===== src/rtl/n_count_pkg.sv =====
// Shared constants and elaboration helpers for the n_count slow-phase generator.
package n_count_pkg;

    localparam int unsigned MSB_W = 2;

    // The counter must be at least as wide as the exposed MSB slice.
    function automatic bit width_ok(input int n);
        return n >= int'(MSB_W);
    endfunction

endpackage


===== src/rtl/n_count_reg.sv =====
// Generic width-parameterised up-counter with synchronous active-low reset.
module n_count_reg #(
    parameter int unsigned W = 4
) (
    input  logic         i_clk,
    input  logic         i_rst_n,
    output logic [W-1:0] o_count
);

    logic [W-1:0] r_count;

    // Reset has priority; wrap from all-ones to zero is natural modulo arithmetic.
    always_ff @(posedge i_clk) begin
        if (!i_rst_n) begin
            r_count <= '0;
        end else begin
            r_count <= r_count + W'(1);
        end
    end

    assign o_count = r_count;

endmodule


===== src/rtl/n_count.sv =====
// Free-running N-bit counter exposing only its two MSBs as a slow phase output.
module n_count
    import n_count_pkg::*;
#(
    parameter int N = 4
) (
    input  logic             clk,
    input  logic             rst,
    output logic [MSB_W-1:0] msbs
);

    generate
        if (!width_ok(N)) begin : g_bad_width
            $error("n_count: N must be >= 2");
        end
    endgenerate

    logic [N-1:0] w_count;
    logic         w_unused_low;

    n_count_reg #(
        .W(N)
    ) u_reg (
        .i_clk  (clk),
        .i_rst_n(rst),
        .o_count(w_count)
    );

    assign msbs = w_count[N-1:N-2];

    // Low counter bits only feed the carry chain, never the output.
    assign w_unused_low = ^w_count;

endmodule


===== config.mk =====
export PLATFORM = sky130hd
export DESIGN_NAME = n_count
export DESIGN_NICKNAME = d
export VERILOG_FILES = /design/src/rtl/n_count_pkg.sv /design/src/rtl/n_count_reg.sv /design/src/rtl/n_count.sv
export SDC_FILE = /design/constraint.sdc
export NUM_CORES = 1
export LEC_CHECK = 0
export CAP_MARGIN = 20
export CORE_AREA = 4 4 41 43
export DETAILED_ROUTE_END_ITERATION = 8
export DIE_AREA = 0 0 45 47
export GPL_TIMING_DRIVEN = 0
export HOLD_SLACK_MARGIN = 0.02
export PLACE_DENSITY_LB_ADDON = 0.1
export RECOVER_POWER = 50
export SLEW_MARGIN = 30
export SYNTH_ARGS = -nofsm -noshare
export SYNTH_HDL_FRONTEND = slang
export SYNTH_SLANG_ARGS = --single-unit

===== constraint.sdc =====
create_clock -name clk -period 1.2 [get_ports clk]
set_input_delay 0.24 -clock clk [delete_from_list [all_inputs] [get_ports clk]]
set_output_delay 0.24 -clock clk [all_outputs]
set_load 0.05 [all_outputs]

==> run metrics, run 1 <==
HP Class=reg -> reg; final RePlAce weighted congestion=0.630; FF+latch count, synth=4; setup bufs post-CTS=0; critical path buffer and inverter count=2; RSZ-0062 raised after global routing=false; DRT iter0 DRCs=4; area grow syn2layout=41.4%; Synth top area share=0.500; max reg flops=4; VDD IR-drop max=0.520 mV; CP dominant cell by count=buf_4; Ports=4; Worst Max-Slew Pin Slew=0.141 ns; power share of the combinational group=0.090; normalized max-slew margin=0.906; routed wire length=245 um; most frequent cells in the layout=buf_4 (4), dfxtp_1 (4), clkbuf_4 (3); grt ovf=0; pwr dens=1520 nW/um^2; Top Family by Delay on Critical Path=flip-flops; Syn Nets=18; TritonCTS buffer count=3; yosys warns=0; Max Clock Skew=0.00119 ns; routed len/inst=6.81 um; final worst-path cycle share=0.944; core area=1300 um^2; initial antenna violation count=0; TritonCTS clock tree=done; CP max FO=3; multi-input logic area=65.1 um^2; required time at the worst-slack endpoint=0.96 ns; Starting Density=0.123; Die Ht=47 um; hold depth=1; critical path arrival=0.89 ns; proportion of layout cells with a drive suffix above 1=0.333; worst skew pair latency=0.23 ns; Final Hold Viols=0; largest net degree at the start of global routing=6; clk slew on worst S/H paths=0.04 ns; clock share of power=0.480; CP Cell Sequence=buf_4 > buf_4; Critical Path Max Stage Delay=0.36 ns; clk buf depth=2; total number of vias=106; die span in x=45 um; max cap viols=0; Sink Count=4; Power, Total=0.344 mW; Max Slew Vio Count=0; CP Launch Type=register; fillers=158; Slowest-stage cell, CP=dfxtp_1; P_int=0.269 mW; 1st-pass router iterations=4; WS Path Type=reg -> out; status=complete, no violations; Ant. Diodes=0; Worst Reg-to-Reg Cells=3; Routed Antenna Nets=0; Syn Std Cell Area=160 um^2; most area-consuming cells after synthesis=dfxtp_1 (50%), buf_4 (9.4%), and2_1 (7.8%); Max Clk Rate=883 MHz; GRT Total Usage=0.0379; Setup TNS Final=0 ns; CP endpoint kind=primary output; post-cts resize count=11; row cnt=13; Unique masters post-synth=10; Yosys top cell by area=dfxtp_1; sequential power share=0.430; post-cts hold buffer count=0; CTS H-tree depth=1; area taken by flip-flops and latches=80.1 um^2; P_leak=0.113 nW; die area=2120 um^2; vias in the first global route=127; fin nets=26; Final Util=0.174; Port Buffers=3; Root Buffer=clkbuf_4; sequential fraction of the synthesis area=0.500; residual DRC count=0; synthesized instance count=15; crit path time final=1.13 ns; Net Sw Frac=0.217; setup violators final=0; syn_area_per_cell=10.7 um^2; first-pass GRT wire length=476 um; Levels on crit path=2; NetSw=0.0747 mW; Avg Vias per Cell=2.94
[power groups by stage]
| stage | Combinational [mW] | Clock (mW) | Sequential (mW) |
|---|---|---|---|
| 4_1_cts | 0.0323 | 0.177 | 0.148 |
| 6_report | 0.0311 | 0.165 | 0.148 |
| 3_3_place_gp | 0.0328 | 0 | 0.150 |
| 3_5_place_dp | 0.0328 | 0 | 0.150 |
| 5_1_grt | 0.0353 | 0.192 | 0.150 |
| 2_1_floorplan | 0.0225 | 0 | 0.149 |
[synthesized netlist by cell type]
cell type / instances
ha_1: 1
mux2i_1: 1
nand2b_1: 1
nor2b_1: 1
nand2_1: 1
and2_1: 2
xor2_1: 1
buf_4: 2
nand3_1: 1
dfxtp_1: 4
[logic make-up (layout without fill, tap and decap cells)]
kind of cell / after synthesis / in the layout / synth area share
xor gates and xnor gates: 1 / 1 / 0.0547
adders and majority gates: 1 / 1 / 0.0781
buffers and inverters: 2 / 8 / 0.0937
DFF: 4 / 4 / 0.500
muxes: 1 / 1 / 0.0625
and+or+nand+nor: 6 / 6 / 0.211
[cell type report]
cell class,instances,area share
clock buffers,3,0.0994
well taps,15,0.0829
multi-input cells,9,0.287
flip-flops and latches,4,0.354
repair buffers,3,0.110
plain buffers,2,0.0663
[metal layers]
layer	wire [um]	vias to the layer above	track usage
li1	-	58	-
met1	121	43	0.0317
met2	96	5	0.0452
met3	28	0	0.0575
met4	0	0	0.0175
met5	0	-	0
[final timing paths]
| path | startpoint | to | slack [ns] |
|---|---|---|---|
| max | u_reg.o_count[2] | msbs[0] | 0.07 |
| min | u_reg.o_count[0] | u_reg.o_count[0] | 0.44 |
| max reg2reg | u_reg.o_count[0] | u_reg.o_count[2] | 0.27 |
| min reg2reg | u_reg.o_count[0] | u_reg.o_count[0] | 0.44 |
[stage by stage]
step | std cells | cell area (um^2) | hold slack, ns | setup slack (ns)
2_1_floorplan | 15 | 160 | 0.362 | 0.303
3_3_place_gp | 33 | 209 | 0.443 | -0.302
3_5_place_dp | 33 | 209 | 0.441 | -0.305
5_1_grt | 36 | 226 | 0.486 | 0.0121
6_report | 36 | 226 | 0.444 | 0.0670
4_1_cts | 36 | 224 | 0.448 | 0.0241
Note: power is estimated with default switching activity, not from simulation.
==> run 2: changes to the inputs <==
--- a/config.mk
+++ b/config.mk
@@ -13,6 +13,7 @@
 export HOLD_SLACK_MARGIN = 0.02
 export PLACE_DENSITY_LB_ADDON = 0.1
 export RECOVER_POWER = 50
+export SKIP_CTS_REPAIR_TIMING = 1
 export SLEW_MARGIN = 30
 export SYNTH_ARGS = -nofsm -noshare
 export SYNTH_HDL_FRONTEND = slang
==> run 2 against run 1 <==
Register-to-register slack barely moved. Non-clock buffer count did not move. Die area did not move. Critical path type unchanged. Total power did not move.
==> run metrics, run 2 (synthesis results as in run 1) <==
residual DRC count=0; clk buf depth=2; Setup crit start=u_reg.o_count[2]; CP max FO=3; Net Sw Frac=0.217; NetSw=0.0747 mW; proportion of layout cells with a drive suffix above 1=0.333; P_int=0.269 mW; Die Ht=47 um; core area=1300 um^2; Top Metal Used=met3; routed wire length=245 um; Root Buffer=clkbuf_4; setup violators final=0; Max Slew Vio Count=0; status=complete, no violations; crit path time final=1.13 ns; clk slew on worst S/H paths=0.04 ns; Ant. Diodes=0; CP Launch Type=register; Starting Density=0.123; power share of the combinational group=0.090; P_leak=0.113 nW; most frequent cells in the layout=buf_4 (4), dfxtp_1 (4), clkbuf_4 (3); Max Clock Skew=0.00119 ns; DRT iter0 DRCs=4; CP endpoint kind=primary output; vias in the first global route=127; GRT Total Usage=0.0379; largest net degree at the start of global routing=6; worst skew pair latency=0.23 ns; worst reg2reg startpoint=u_reg.o_count[0]; CTS H-tree depth=1; critical path arrival=0.89 ns; Max Clk Rate=883 MHz; Final Hold Viols=0; Sink Count=4; VDD IR-drop max=0.520 mV; final RePlAce weighted congestion=0.630; Routed Antenna Nets=0; WS Path Type=reg -> out; area grow syn2layout=41.4%; Worst Reg-to-Reg Cells=3; routed len/inst=6.81 um; max cap viols=0; die area=2120 um^2; fin nets=26; normalized max-slew margin=0.906; total number of vias=106; hold depth=1; clock share of power=0.480; die span in x=45 um; required time at the worst-slack endpoint=0.96 ns; row cnt=13; sequential power share=0.430; final worst-path cycle share=0.944; wire length on met3=28 um; Setup TNS Final=0 ns; Final Util=0.174; RSZ-0062 raised after global routing=false; Ports=4; TritonCTS buffer count=3; max reg flops=4; 1st-pass router iterations=4; met1 wire length=121 um; Avg Vias per Cell=2.94; grt ovf=0; pwr dens=1520 nW/um^2; initial antenna violation count=0; routed wl met2=96 um; Port Buffers=3; Hold Startpoint=u_reg.o_count[0]; HP Class=reg -> reg; Worst Max-Slew Pin Slew=0.141 ns; TritonCTS clock tree=done; first-pass GRT wire length=476 um
[run 2: cell counts in the layout (fill, tap and decap cells not counted)]
Identical to the previous run, type by type.
[run 2: per-layer routing]
metal | up-vias | track usage
met4 | 0 | 0.0175
met1 | 43 | 0.0317
li1 | 58 | -
met2 | 5 | 0.0452
met5 | - | 0
met3 | 0 | 0.0575
[run 2: final cells by class]
| type | count | area [um^2] |
|---|---|---|
| Fill cell | 158 | 1070 |
| Tap cell | 15 | 18.8 |
| Buffer | 2 | 15.0 |
| Multi-Input combinational cell | 9 | 65.1 |
| Timing Repair Buffer | 3 | 25.0 |
| Clock buffer | 3 | 22.5 |
| Sequential cell | 4 | 80.1 |
[run 2: stage by stage]
step | setup WS, ns | cells | hold WS, ns | cell area, um^2 | power [mW]
final | 0.0671 | 36 | 0.444 | 226 | 0.344
after global routing | 0.0121 | 36 | 0.486 | 226 | 0.377
after CTS | -0.558 | 36 | 0.448 | 231 | 0.359
after detailed placement | -0.305 | 33 | 0.441 | 209 | 0.183
after global placement | -0.302 | 33 | 0.443 | 209 | 0.183
after floorplan | 0.303 | 15 | 0.362 | 160 | 0.171
[run 2: path summary, 6_finish.rpt]
path	slack, ns	end
max	0.07	msbs[0]
min	0.44	u_reg.o_count[0]
min reg2reg	0.44	u_reg.o_count[0]
max reg2reg	0.27	u_reg.o_count[2]
[run 2: power by group through the flow]
stage          Clock [mW]  Sequential (mW)  Combinational, mW
2_1_floorplan           0            0.149             0.0225
3_3_place_gp            0            0.150             0.0328
3_5_place_dp            0            0.150             0.0328
4_1_cts             0.177            0.148             0.0332
5_1_grt             0.192            0.150             0.0353
6_report            0.165            0.148             0.0311
[run 2: critical path: stages, from the launching register on]
cell and delay [ns]:
dfxtp_1 0.36, buf_4 0.12, buf_4 0.18
